<file path="config.mk">
export PLATFORM = sky130hd
export DESIGN_NAME = key_debounce
export DESIGN_NICKNAME = d
export VERILOG_FILES = /design/src/rtl/key_debounce_pkg.sv /design/src/rtl/key_debounce_sync.sv /design/src/rtl/key_debounce.sv
export SDC_FILE = /design/constraint.sdc
export NUM_CORES = 1
export LEC_CHECK = 0
export CAP_MARGIN = 20
export CORE_MARGIN = 1
export CORE_UTILIZATION = 59
export CTS_CLUSTER_DIAMETER = 50
export CTS_CLUSTER_SIZE = 20
export DETAILED_ROUTE_END_ITERATION = 7
export PLACE_DENSITY_LB_ADDON = 0.12
export SYNTH_ARGS = -nofsm -noshare
export SYNTH_HDL_FRONTEND = slang
export SYNTH_SLANG_ARGS = --single-unit
</file>
<file path="constraint.sdc">
create_clock -name clk -period 3.1 [get_ports clk]
set_input_delay 0.465 -clock clk [delete_from_list [all_inputs] [get_ports clk]]
set_output_delay 0.465 -clock clk [all_outputs]
set_load 0.005 [all_outputs]
</file>
<file path="src/rtl/key_debounce_pkg.sv">
`timescale 1ns/1ps
`default_nettype none
// ============================================================================
//  Module   : key_debounce_pkg
//  Purpose  : Shared FSM encodings, counter widths and 50 MHz default timing
//             for the key debounce receiver.
//  Revision : 1.0  initial release
// ============================================================================
package key_debounce_pkg;

    localparam int unsigned C_CNT_W        = 24;
    localparam int unsigned C_LONG_W       = 26;
    localparam int unsigned C_CNT_MAX_DEF  = 1_000_000;   // 20 ms at 50 MHz
    localparam int unsigned C_LONG_MAX_DEF = 50_000_000;  // 1 s at 50 MHz

    typedef enum logic [1:0] {
        S_IDLE  = 2'd0,
        S_FILT0 = 2'd1,
        S_DOWN  = 2'd2,
        S_FILT1 = 2'd3
    } key_fsm_t;

endpackage
`default_nettype wire

</file>
<file path="src/rtl/key_debounce_sync.sv">
`timescale 1ns/1ps
`default_nettype none
// ============================================================================
//  Module   : key_sync
//  Purpose  : Two-flop synchroniser plus history flop for a raw key line;
//             reports the synchronised level and its falling/rising edges.
//  Revision : 1.0  initial release
// ============================================================================
module key_sync (
    input  logic clk,
    input  logic reset_n,
    input  logic key_in,
    output logic key_sync_lvl,
    output logic nedge,
    output logic pedge
);

    logic r_s1;
    logic r_s2;
    logic r_s3;

    // Reset to the released level so no spurious edge appears after reset.
    always_ff @(posedge clk or negedge reset_n) begin
        if (!reset_n) begin
            r_s1 <= 1'b1;
            r_s2 <= 1'b1;
            r_s3 <= 1'b1;
        end else begin
            r_s1 <= key_in;
            r_s2 <= r_s1;
            r_s3 <= r_s2;
        end
    end

    assign key_sync_lvl = r_s2;
    assign nedge        = r_s3 & ~r_s2;
    assign pedge        = ~r_s3 & r_s2;

endmodule
`default_nettype wire

</file>
<file path="src/rtl/key_debounce.sv">
`timescale 1ns/1ps
`default_nettype none
// ============================================================================
//  Module   : key_debounce
//  Purpose  : Counter-based bounce filter for one active-low key; emits a
//             debounced level and one-cycle press/release pulses.
//             Define KEY_LONG_PRESS_EN to enable the key_long pulse.
//  Revision : 1.0  initial release
// ============================================================================
module key_debounce
    import key_debounce_pkg::*;
#(
    parameter int unsigned CNT_MAX  = C_CNT_MAX_DEF,
    parameter int unsigned LONG_MAX = C_LONG_MAX_DEF
) (
    input  logic clk,
    input  logic reset_n,
    input  logic key_in,
    output logic key_state,
    output logic key_flag,
    output logic key_long
);

    localparam logic [C_CNT_W-1:0] C_CNT_LAST = C_CNT_W'(CNT_MAX - 1);

    logic               w_sync_lvl;
    logic               w_nedge;
    logic               w_pedge;
    key_fsm_t           r_state;
    logic [C_CNT_W-1:0] r_cnt;

    key_sync u_key_sync (
        .clk          (clk),
        .reset_n      (reset_n),
        .key_in       (key_in),
        .key_sync_lvl (w_sync_lvl),
        .nedge        (w_nedge),
        .pedge        (w_pedge)
    );

    always_ff @(posedge clk or negedge reset_n) begin
        if (!reset_n) begin
            r_state   <= S_IDLE;
            r_cnt     <= '0;
            key_state <= 1'b1;
            key_flag  <= 1'b0;
        end else begin
            key_flag <= 1'b0;
            case (r_state)
                S_IDLE: begin
                    r_cnt <= '0;
                    if (w_nedge) r_state <= S_FILT0;
                end
                S_FILT0: begin
                    // An opposite edge always wins over a terminal count.
                    if (w_pedge) begin
                        r_state <= S_IDLE;
                        r_cnt   <= '0;
                    end else if (r_cnt == C_CNT_LAST && !w_sync_lvl) begin
                        r_state   <= S_DOWN;
                        key_flag  <= 1'b1;
                        key_state <= 1'b0;
                        r_cnt     <= '0;
                    end else begin
                        r_cnt <= r_cnt + 1'b1;
                    end
                end
                S_DOWN: begin
                    r_cnt <= '0;
                    if (w_pedge) r_state <= S_FILT1;
                end
                S_FILT1: begin
                    if (w_nedge) begin
                        r_state <= S_DOWN;
                        r_cnt   <= '0;
                    end else if (r_cnt == C_CNT_LAST && w_sync_lvl) begin
                        r_state   <= S_IDLE;
                        key_flag  <= 1'b1;
                        key_state <= 1'b1;
                        r_cnt     <= '0;
                    end else begin
                        r_cnt <= r_cnt + 1'b1;
                    end
                end
                default: r_state <= S_IDLE;
            endcase
        end
    end

`ifdef KEY_LONG_PRESS_EN
    localparam logic [C_LONG_W-1:0] C_LONG_LAST = C_LONG_W'(LONG_MAX - 1);

    logic [C_LONG_W-1:0] r_lcnt;

    // Saturates one past the threshold so each press yields a single pulse;
    // release bounces (FILT1) keep the count instead of restarting it.
    always_ff @(posedge clk or negedge reset_n) begin
        if (!reset_n) begin
            r_lcnt   <= '0;
            key_long <= 1'b0;
        end else begin
            key_long <= 1'b0;
            case (r_state)
                S_DOWN: begin
                    if (r_lcnt == C_LONG_LAST) begin
                        key_long <= 1'b1;
                        r_lcnt   <= r_lcnt + 1'b1;
                    end else if (r_lcnt < C_LONG_LAST) begin
                        r_lcnt <= r_lcnt + 1'b1;
                    end
                end
                S_FILT1: r_lcnt <= r_lcnt;
                default: r_lcnt <= '0;
            endcase
        end
    end
`else
    assign key_long = 1'b0;
`endif

endmodule
`default_nettype wire

</file>
## Word level (Yosys, flattened, before mapping)

Cells that the tools add are included.

- Bits in registers: 31
- Bits in latches: 0
- Bits in writable memories: 0
- Bits in read-only memories: 0
- Bits of input ports: 3
- Output and inout port bits: 3
- Memories: 0

- $add $sub $neg: 1
- Multipliers: 0
- Divide/modulo/power cells: 0
- Magnitude comparators: 0
- Equal/unequal tests: 12
- Shifts and indexed selects: 0
- Multiplexer cells: 22
- Bitwise gates (word level): 4
- Reduce and logical (&&, ||, !) cells: 8

Operators with widths:

| cell | count |
|---|---|
| 24-bit two-way mux | 4 |
| 24-bit case mux with 3 select lines | 1 |
| 24-bit by 1-bit adder with 24-bit output (second input constant) | 1 |
| 24-bit by 20-bit == test with 1-bit output (second input constant) | 1 |
| 2-bit two-way mux | 6 |
| 1-bit two-way mux | 8 |
| 2-bit != test (second input constant) | 4 |
| 2-bit case mux with 4 select lines | 1 |
| 3-bit by 2-bit != test with 1-bit output (second input constant) | 2 |
| 5-bit AND reduction | 1 |
| 2-bit == test (second input constant) | 2 |
| 2-bit by 1-bit != test with 1-bit output (second input constant) | 2 |
| 1-bit case mux with 2 select lines | 2 |
| 4-bit AND reduction | 1 |
| 1-bit bitwise AND | 2 |
| 2-bit by 1-bit == test with 1-bit output (second input constant) | 1 |
| 1-bit logical AND | 2 |
| 2-bit logical NOT | 1 |
| 1-bit NOT | 2 |
| 2-bit nonzero test | 1 |
| 2-bit OR reduction | 1 |
| 1-bit logical NOT | 1 |

## Logic depth before layout (Yosys ltp)

Gate-level depths: netlist of the first run.

- Word-level depth: 5
- Gate-level depth with buffers: 7
- Mapped depth without buffers: 5

## Hierarchy

From an unflattened synthesis of the first run, not the netlist that was laid out.

- Cells, all modules: 168
- Area total of the unflattened synthesis: 1674.1 µm²

By module, submodules not included:

| module | times used | cells each | area an instance (µm²) |
|---|---|---|---|
| key_debounce | 1 | 163 | 1580.3 |
| key_sync | 1 | 5 | 93.8 |

## Worst setup path after synthesis of the first run

Ideal clock, no wire load.

- Path type: register -> register
- From: register r_cnt[0]
- To: register r_cnt[21]
- Library setup time: 0.130 ns
- Data arrival time: 1.980 ns
- Required time: 2.970 ns
- Slack: 0.991 ns
- Stages on the path, launching flop included: 8
- Path buffers: 2
- Period minus slack after synthesis: 2.109 ns
- Cell sequence: dfrtp_1 ha_1 nand3_1 or4bb_1 clkbuf_1 o31ai_4 buf_6 a21oi_1

- Cells in the longest elaborated chain, start to end: 5

Ends and longest elaborated chain:

| item | line | text |
|---|---|---|
| start, declared | key_debounce.sv:30 | `logic [C_CNT_W-1:0] r_cnt;` |
| start signal, assigned | key_debounce.sv:65 | `r_cnt <= r_cnt + 1'b1;` |
| start signal, assigned | key_debounce.sv:82 | `r_cnt <= r_cnt + 1'b1;` |
| parallel branches: the longest is 4 deep, another holds 24-bit by 1-bit adder with 24-bit output | - |  |
| 24-bit case mux with 3 select lines (*) | key_debounce.sv:49 | `case (r_state)` |

Mark *: on every way between the ends.
A chain may end at the register's enable or synchronous reset.

## Final worst setup path of the first run

- From: register r_cnt[0]
- To: register r_cnt[12]

Same word-level chain as after synthesis.

==> results by group, run 1 <==
Status
  – Status: completed

Clock network
  – H-tree depth: 2
  – Worst-case clock buffer depth: 2
  – CTS clk-pin slew, worst paths: 0.10 ns
  – Post-CTS Repair Setup Buffers: 0
  – Clk_lat worst skew: 0.34 ns
  – CTS tree: built
  – Clock sink count: 31
  – TritonCTS buffer count: 5
  – CTS Hold Bufs: 0
  – Root Buffer: clkbuf_4
  – Post-cts sizing count: 0

Placement
  – Port bufs: 4
  – Post-DP HPWL: 2320 um
  – Dpl ws: 0.659 ns
  – GPL Wtd Cong: 0.835
  – Placed Cells: 198

Setup path
  – Crit-path max FO: 7
  – R2R Setup Slk: 0.62 ns
  – Buf/Inv on CP: 0
  – Reg2reg path depth: 5
  – Crit-path leading delay family: simple AND/OR/NAND/NOR gates
  – CP max-delay cell: o31ai_1
  – Kind of critical path: reg2reg
  – Reg-to-reg startpoint: r_cnt[0]
  – CP Launch Type: flop
  – Reg-to-reg endpoint: r_cnt[12]
  – Crit path cell chain: ha_1 > nand3_1 > or4bb_1 > o31ai_1 > nor2_1
  – CP max stage delay: 0.73 ns
  – CP required: 3.30 ns
  – Crit path arrival time: 2.68 ns
  – CP endpoint kind: flop

Die
  – Die H: 54.8 um
  – Initial Util: 64.1%
  – Chip width: 54.8 um
  – Core area: 2570 um^2
  – Rows: 18
  – Die area: 3010 um^2
  – I/O Pins: 6

Worst hold path
  – Hold_sp: u_key_sync.r_s1
  – Hold Crit Class: reg2reg
  – Hold Crit Depth: 0
  – Worst Hold Path EP: u_key_sync.key_sync_lvl

Timing
  – Final Max Slew Viols: 0
  – Final setup vio count: 0
  – Unrepaired setup endpoints after global routing: no
  – Slew @ Worst Pin: 0.783 ns
  – Fin crit period: 2.48 ns
  – Hold Violations, Final: 0
  – Setup TNS: 0 ns
  – Setup ws final: 0.622 ns
  – Max-slew headroom: 47.3%
  – Hold_ws: 0.339 ns
  – Maximum operating frequency: 404 MHz
  – Final period util: 79.9%
  – Final clock skew: 0.0177 ns

Synthesis
  – YS warnings: 0
  – Async SR Flop Fraction: 100%
  – Mapped Area: 1650 um^2
  – Cell variety after synth: 42
  – Flops & latches, synth: 31
  – Syn Area/Cell: 9.57 um^2
  – Syn Inst Count: 172
  – Post-Syn Nets: 176
  – Sequential share of the synthesized area: 47.4%
  – Ys flop type: dfrtp_1
  – EDFF count, synth: 0

Flow run
  – Max Cap Violations: 0

Layout
  – Most frequent cells in the layout: dfrtp_1, nor2_1, nand2_1, a21oi_1, xnor2_1
  – Final design utilization: 67.4%
  – Finished Layout Cells: 206
  – Most common cell after layout, fill and taps aside: dfrtp_1
  – Share of layout cells above drive strength 1: 9.66%
  – Area Overhead vs Synth: 5.17%
  – Filler cells: 211
  – ANT cells: 0
  – # nets final: 179

Drt
  – Vias per cell: 6.33
  – Post-DRT Antenna Nets: 0
  – Residual DRC: 0
  – WL/cell: 16.2 um
  – Vias: 1,305
  – Initial DRC count: 22
  – Drt total wl: 3340 um
  – DR pass1 iterations: 4

Global route
  – Overall routing resource usage: 26.4%
  – Largest net degree at the start of global routing: 32
  – First-pass GRT wire length: 5310 um
  – Gr ovfl total: 0
  – Initial antenna violation count: 0
  – Vias in the first global route: 1,201

Power
  – Leak: 0.647 nW
  – Power per cell area: 399 nW/um^2
  – Peak VDD IR: 270 uV
==> layer usage <==
layer	global-route usage, %	vias to the layer above	wire, um
li1	-	626	-
met1	32.0	644	1490
met2	42.4	28	1670
met3	9.72	7	132
met4	10.3	0	57
met5	0	-	0
==> state kept, by name, summed over array words and instances, names as in the netlist <==
| name | flops |
|---|---|
| u_key_sync.key_sync_lvl | 1 |
| r_state | 2 |
| u_key_sync.r_s3 | 1 |
| r_cnt | 24 |
| key_state | 1 |
| key_flag | 1 |
| u_key_sync.r_s1 | 1 |
==> per-stage QoR <==
step,cell area (um^2),power (mW)
global route,1730,0.722
detailed placement,1680,0.471
floorplan,1650,0.456
global placement,1680,0.469
CTS,1730,0.690
finish,1730,0.690
==> logic make-up (layout without fill, tap and decap cells) <==
family	after synthesis	count (layout)	synth area share, %
AND/OR/NAND/NOR	72	72	23.9
multiplexers	2	2	1.22
flip-flops	31	31	47.4
other	1	1	0.228
AO/OA/AOI/OAI	36	36	14.7
adder cells (fa/ha/maj)	1	1	0.760
buffers and inverters	15	19	4.33
XOR/XNOR	14	14	7.45
==> cell usage after synthesis (2+ instances only) <==
library cell | count | area (um^2)
buf_2 | 3 | 15.0
dfstp_2 | 4 | 105
o31ai_1 | 6 | 45.0
clkbuf_1 | 4 | 15.0
xnor2_1 | 12 | 105
nand4_1 | 5 | 31.3
or3_1 | 5 | 31.3
nor2_1 | 20 | 75.1
mux2i_1 | 2 | 20.0
a211oi_1 | 4 | 30.0
xor2_1 | 2 | 17.5
nor4_1 | 5 | 31.3
or2_2 | 2 | 12.5
dfrtp_1 | 27 | 676
or4_1 | 6 | 45.0
a21oi_1 | 12 | 60.1
o21ai_0 | 7 | 35.0
nand2_1 | 12 | 45.0
nand3_1 | 5 | 25.0
inv_1 | 5 | 18.8
and3_1 | 2 | 12.5
nor3_1 | 2 | 10.0
==> area by class of cell <==
type	count	area (um^2)	share of cell area, %
inverters	6	22.5	1.30
flip-flops and latches	31	781	45.1
repair buffers	5	47.5	2.75
well taps	30	37.5	2.17
multi-input cells	126	795	45.9
clock buffers	8	48.8	2.82
==> worst max-delay path by stage <==
| stage | start | endpoint | slack [ns] | cells past startpoint |
|---|---|---|---|---|
| 2_1_floorplan | r_cnt[0] | r_cnt[21] | 0.99 | 7 |
| 3_3_place_gp | r_cnt[0] | r_cnt[12] | 0.74 | 5 |
| 3_5_place_dp | r_cnt[0] | r_cnt[5] | 0.66 | 5 |
| 4_1_cts | r_cnt[0] | r_cnt[5] | 0.65 | 5 |
| 5_1_grt | r_cnt[0] | r_cnt[20] | 0.49 | 5 |
| 6_report | r_cnt[0] | r_cnt[12] | 0.62 | 5 |
==> power breakdown <==
group | total (mW) | switching (mW) | internal (mW)
logic | 0.0412 | 0.0284 | 0.0127
clock network | 0.227 | 0.137 | 0.0902
registers | 0.422 | 0.00966 | 0.412
(Power assumes the default switching activity.)
==> inputs of run 2 (changes only) <==
Clock period 3.1 ns to 2.3 ns, I/O delays scaled along.
==> results by group, run 2 (synthesis gave the netlist of run 1 again) <==
Power
  – Power per cell area: 523 nW/um^2
  – Net Switching: 0.239 mW
  – Peak VDD IR: 481 uV
  – Int Power: 0.703 mW
  – Switching Fraction: 25.4%
  – Sequential share of power: 60.4%
  – Comb pwr share: 7.1%
  – Clock Power Share: 32.5%
  – Leak: 0.677 nW

Clock network
  – CTS tree: built
  – Root Buffer: clkbuf_4
  – H-tree depth: 2
  – CTS Hold Bufs: 0
  – Worst-case clock buffer depth: 2
  – CTS clk-pin slew, worst paths: 0.10 ns
  – Clk_lat worst skew: 0.34 ns
  – Post-CTS Repair Setup Buffers: 0
  – Clock sink count: 31
  – TritonCTS buffer count: 5

Status
  – Status: completed

Layout
  – Finished Layout Cells: 211
  – Max FFs per register: 24
  – Most common cell after layout, fill and taps aside: dfrtp_1
  – Reg with most FFs: r_cnt
  – Largest regs: r_cnt (24), r_state (2)
  – Final design utilization: 70.2%
  – Share of layout cells above drive strength 1: 14.4%
  – Most frequent cells in the layout: dfrtp_1, nor2_1, nand2_1, a21oi_1, xnor2_1
  – # nets final: 184
  – ANT cells: 0
  – Area Overhead vs Synth: 9.42%

Worst hold path
  – Hold Crit Class: reg2reg

Setup path
  – Kind of critical path: reg2reg
  – Crit-path max FO: 6
  – CP required: 2.49 ns
  – Crit path arrival time: 2.41 ns
  – CP endpoint kind: flop
  – CP Launch Type: flop

Timing
  – Hold Violations, Final: 0
  – Fin crit period: 2.22 ns
  – Final clock skew: 0.0107 ns
  – Final Max Slew Viols: 0
  – Hold_ws: 0.373 ns
  – Unrepaired setup endpoints after global routing: no
  – Maximum operating frequency: 451 MHz
  – Final setup vio count: 0
  – Final period util: 96.5%

Global route
  – Overall routing resource usage: 26.2%
  – Initial antenna violation count: 0
  – First-pass GRT wire length: 5330 um
  – Vias in the first global route: 1,190
  – Largest net degree at the start of global routing: 32
  – Gr ovfl total: 0

Die
  – Die area: 3010 um^2
  – I/O Pins: 6
  – Initial Util: 64.1%
  – Rows: 18
  – Core area: 2570 um^2
  – Die H: 54.8 um
  – Chip width: 54.8 um

Placement
  – GPL Wtd Cong: 0.920
  – Port bufs: 4
  – Post-DP HPWL: 2270 um
  – Placed Cells: 203

Drt
  – Residual DRC: 0
  – Post-DRT Antenna Nets: 0
  – WL/cell: 15.8 um
  – Drt total wl: 3340 um
  – Vias per cell: 6.31
  – Initial DRC count: 34
  – DR pass1 iterations: 4
  – Vias: 1,331

Flow run
  – Max Cap Violations: 0
==> run 2: changes by cell type in the layout (fill, tap and decap cells not counted), sizes merged <==
cell	delta
buf	+5
==> run 2: routing by layer <==
metal  GRT usage, %  vias up  part of all wire, %
met1           34.3      646                   46
met5              0        -                    0
met2           40.6       39                   48
li1               -      639                    -
met4           7.69        0                  1.4
met3           9.17        7                  4.7
==> run 2: area by class of cell <==
cell class              count  area [um^2]
clock buffers               8         48.8
fillers                   212          766
inverters                   6         22.5
multi-input cells         126          815
flip-flops and latches     31          781
well taps                  30         37.5
repair buffers             10         97.6
==> run 2: stage by stage <==
stage | worst slack, ns | total power [mW] | setup TNS, ns | area, um^2
3_5_place_dp | -0.0795 | 0.648 | -0.143 | 1730
3_3_place_gp | 0.0984 | 0.642 | 0 | 1730
4_1_cts | 0.0436 | 0.952 | 0 | 1790
2_1_floorplan | 0.191 | 0.614 | 0 | 1650
5_1_grt | 0.00213 | 0.979 | 0 | 1800
6_report | 0.0805 | 0.943 | 0 | 1800
==> run 2: critical path, cell delays in order (launching register included) <==
cell and delay [ns]:
dfrtp_1 0.44, or4_4 0.53, or4_1 0.57, o211ai_1 0.39, a211oi_1 0.14
==> run 2: power by group through the flow <==
stage / logic (mW) / registers, mW / clock network, mW
2_1_floorplan: 0.0413 / 0.573 / 0
3_3_place_gp: 0.0643 / 0.578 / 0
3_5_place_dp: 0.0678 / 0.580 / 0
4_1_cts: 0.0679 / 0.570 / 0.314
5_1_grt: 0.0772 / 0.571 / 0.330
6_report: 0.0667 / 0.570 / 0.306
==> run 2: repair_timing <==
action,in CTS,in global routing
gates resized for setup,1,3
endpoints found under the setup margin,2,27
pin swaps,0,1
==> run 2: worst paths after layout <==
path | start | depth (start not counted) | end | slack (ns)
max | r_cnt[20] | 4 | r_cnt[2] | 0.08
min | u_key_sync.r_s1 | 0 | u_key_sync.key_sync_lvl | 0.37
max reg2reg | r_cnt[20] | 4 | r_cnt[2] | 0.08
min reg2reg | u_key_sync.r_s1 | 0 | u_key_sync.key_sync_lvl | 0.37
max in group asynchronous | reset_n | 2 | u_key_sync.key_sync_lvl | 1.60
min in group asynchronous | reset_n | 2 | r_state[1] | 0.39
==> inputs of run 3 (changes only) <==
--- a/config.mk
+++ b/config.mk
@@ -14,2 +14,3 @@
 export PLACE_DENSITY_LB_ADDON = 0.12
+export SKIP_CTS_REPAIR_TIMING = 1
 export SYNTH_ARGS = -nofsm -noshare
==> constraint.sdc (replaced) <==
create_clock -name clk -period 2.3 [get_ports clk]
set_input_delay 0.46 -clock clk [delete_from_list [all_inputs] [get_ports clk]]
set_output_delay 0.46 -clock clk [all_outputs]
set_load 0.005 [all_outputs]
==> results by group, run 3 (synthesis gave the netlist of run 1 again) <==
Global route
  – First-pass GRT wire length: 5280 um
  – Overall routing resource usage: 26.0%
  – Initial antenna violation count: 0
  – Largest net degree at the start of global routing: 32
  – Gr ovfl total: 0
  – Vias in the first global route: 1,176

Drt
  – Metal-1 WL: 1550 um
  – Post-DRT Antenna Nets: 0
  – Drt total wl: 3360 um
  – Metal2 WL: 1600 um
  – Vias per cell: 6.34
  – Initial DRC count: 35
  – WL met3: 168 um
  – Top sig layer: met4
  – WL/cell: 15.9 um
  – Residual DRC: 0
  – DR pass1 iterations: 4
  – Vias: 1,338

Clock network
  – TritonCTS buffer count: 5
  – Root Buffer: clkbuf_4
  – H-tree depth: 2
  – CTS clk-pin slew, worst paths: 0.10 ns
  – Clock sink count: 31
  – Worst-case clock buffer depth: 2
  – CTS tree: built
  – Clk_lat worst skew: 0.34 ns

Power
  – Tot Pwr: 0.942 mW
  – Power per cell area: 523 nW/um^2
  – Leak: 0.677 nW
  – Peak VDD IR: 481 uV

Placement
  – GPL Wtd Cong: 0.920
  – Port bufs: 4
  – Placed Cells: 203
  – Post-DP HPWL: 2270 um
  – Placement Cell Area: 1730 um^2

Timing
  – Maximum operating frequency: 451 MHz
  – Final clock skew: 0.0107 ns
  – Fin crit period: 2.22 ns
  – Unrepaired setup endpoints after global routing: no
  – Final period util: 96.4%
  – Final setup vio count: 0
  – Setup TNS: 0 ns
  – Hold Violations, Final: 0
  – Final Max Slew Viols: 0

Layout
  – Final instance area: 1800 um^2
  – Largest regs: r_cnt (24), r_state (2)
  – Area Overhead vs Synth: 9.42%
  – Filler cells: 212
  – Most common cell after layout, fill and taps aside: dfrtp_1
  – Max FFs per register: 24
  – Most frequent cells in the layout: dfrtp_1, nor2_1, nand2_1, a21oi_1, xnor2_1
  – Seq. cell area: 781 um^2
  – Share of layout cells above drive strength 1: 14.4%
  – Final design utilization: 70.2%
  – Finished Layout Cells: 211
  – # nets final: 184
  – ANT cells: 0
  – Reg with most FFs: r_cnt
  – Multi-input logic area: 815 um^2

Die
  – Die H: 54.8 um
  – I/O Pins: 6
  – Initial Util: 64.1%
  – Core area: 2570 um^2
  – Die area: 3010 um^2
  – Rows: 18
  – Chip width: 54.8 um

Setup path
  – Crit-path max FO: 6
  – Crit path arrival time: 2.41 ns
  – Kind of critical path: reg2reg
  – CP Launch Type: flop
  – CP required: 2.49 ns
  – CP endpoint kind: flop

Flow run
  – Max Cap Violations: 0

Status
  – Status: completed

Worst hold path
  – Hold Crit Class: reg2reg
-- run 3: final cells by class --
| class | count | area share (%) |
|---|---|---|
| sequential | 31 | 43.3 |
| inverter | 6 | 1.25 |
| clock buffer | 8 | 2.71 |
| timing repair buffer | 10 | 5.42 |
| multi-input combinational | 126 | 45.2 |
| tap | 30 | 2.08 |
-- run 3: worst max-delay path: stages, from the launching register on --
cell      delay [ns]
dfrtp_1         0.42
or4_4           0.55
or4_1           0.57
o211ai_1        0.39
a211oi_1        0.14
-- run 3: path summary, 6_finish.rpt --
kind	start	end	slack [ns]	cells past startpoint
max reg2reg	r_cnt[15]	r_cnt[2]	0.08	4
max in group asynchronous	reset_n	u_key_sync.key_sync_lvl	1.48	2
min reg2reg	u_key_sync.r_s1	u_key_sync.key_sync_lvl	0.38	0
max	r_cnt[15]	r_cnt[2]	0.08	4
min in group asynchronous	reset_n	r_state[0]	0.50	2
min	u_key_sync.r_s1	u_key_sync.key_sync_lvl	0.38	0
-- run 3: routing by layer --
metal | vias up | global-route usage, %
li1 | 640 | -
met4 | 0 | 7.69
met3 | 7 | 9.17
met1 | 652 | 33.9
met2 | 39 | 40.2
met5 | - | 0
-- run 3: power breakdown --
group	total [mW]	switching (mW)	internal, mW
logic	0.0667	0.0408	0.0259
registers	0.570	0.0140	0.556
clock network	0.305	0.184	0.122
-- run 3: through the flow --
stage / hold WS (ns) / worst slack [ns]
5_1_grt: 0.384 / 0.00213
2_1_floorplan: 0.164 / 0.191
4_1_cts: 0.382 / -0.0774
6_report: 0.376 / 0.0826
3_5_place_dp: 0.361 / -0.0795
3_3_place_gp: 0.347 / 0.0984
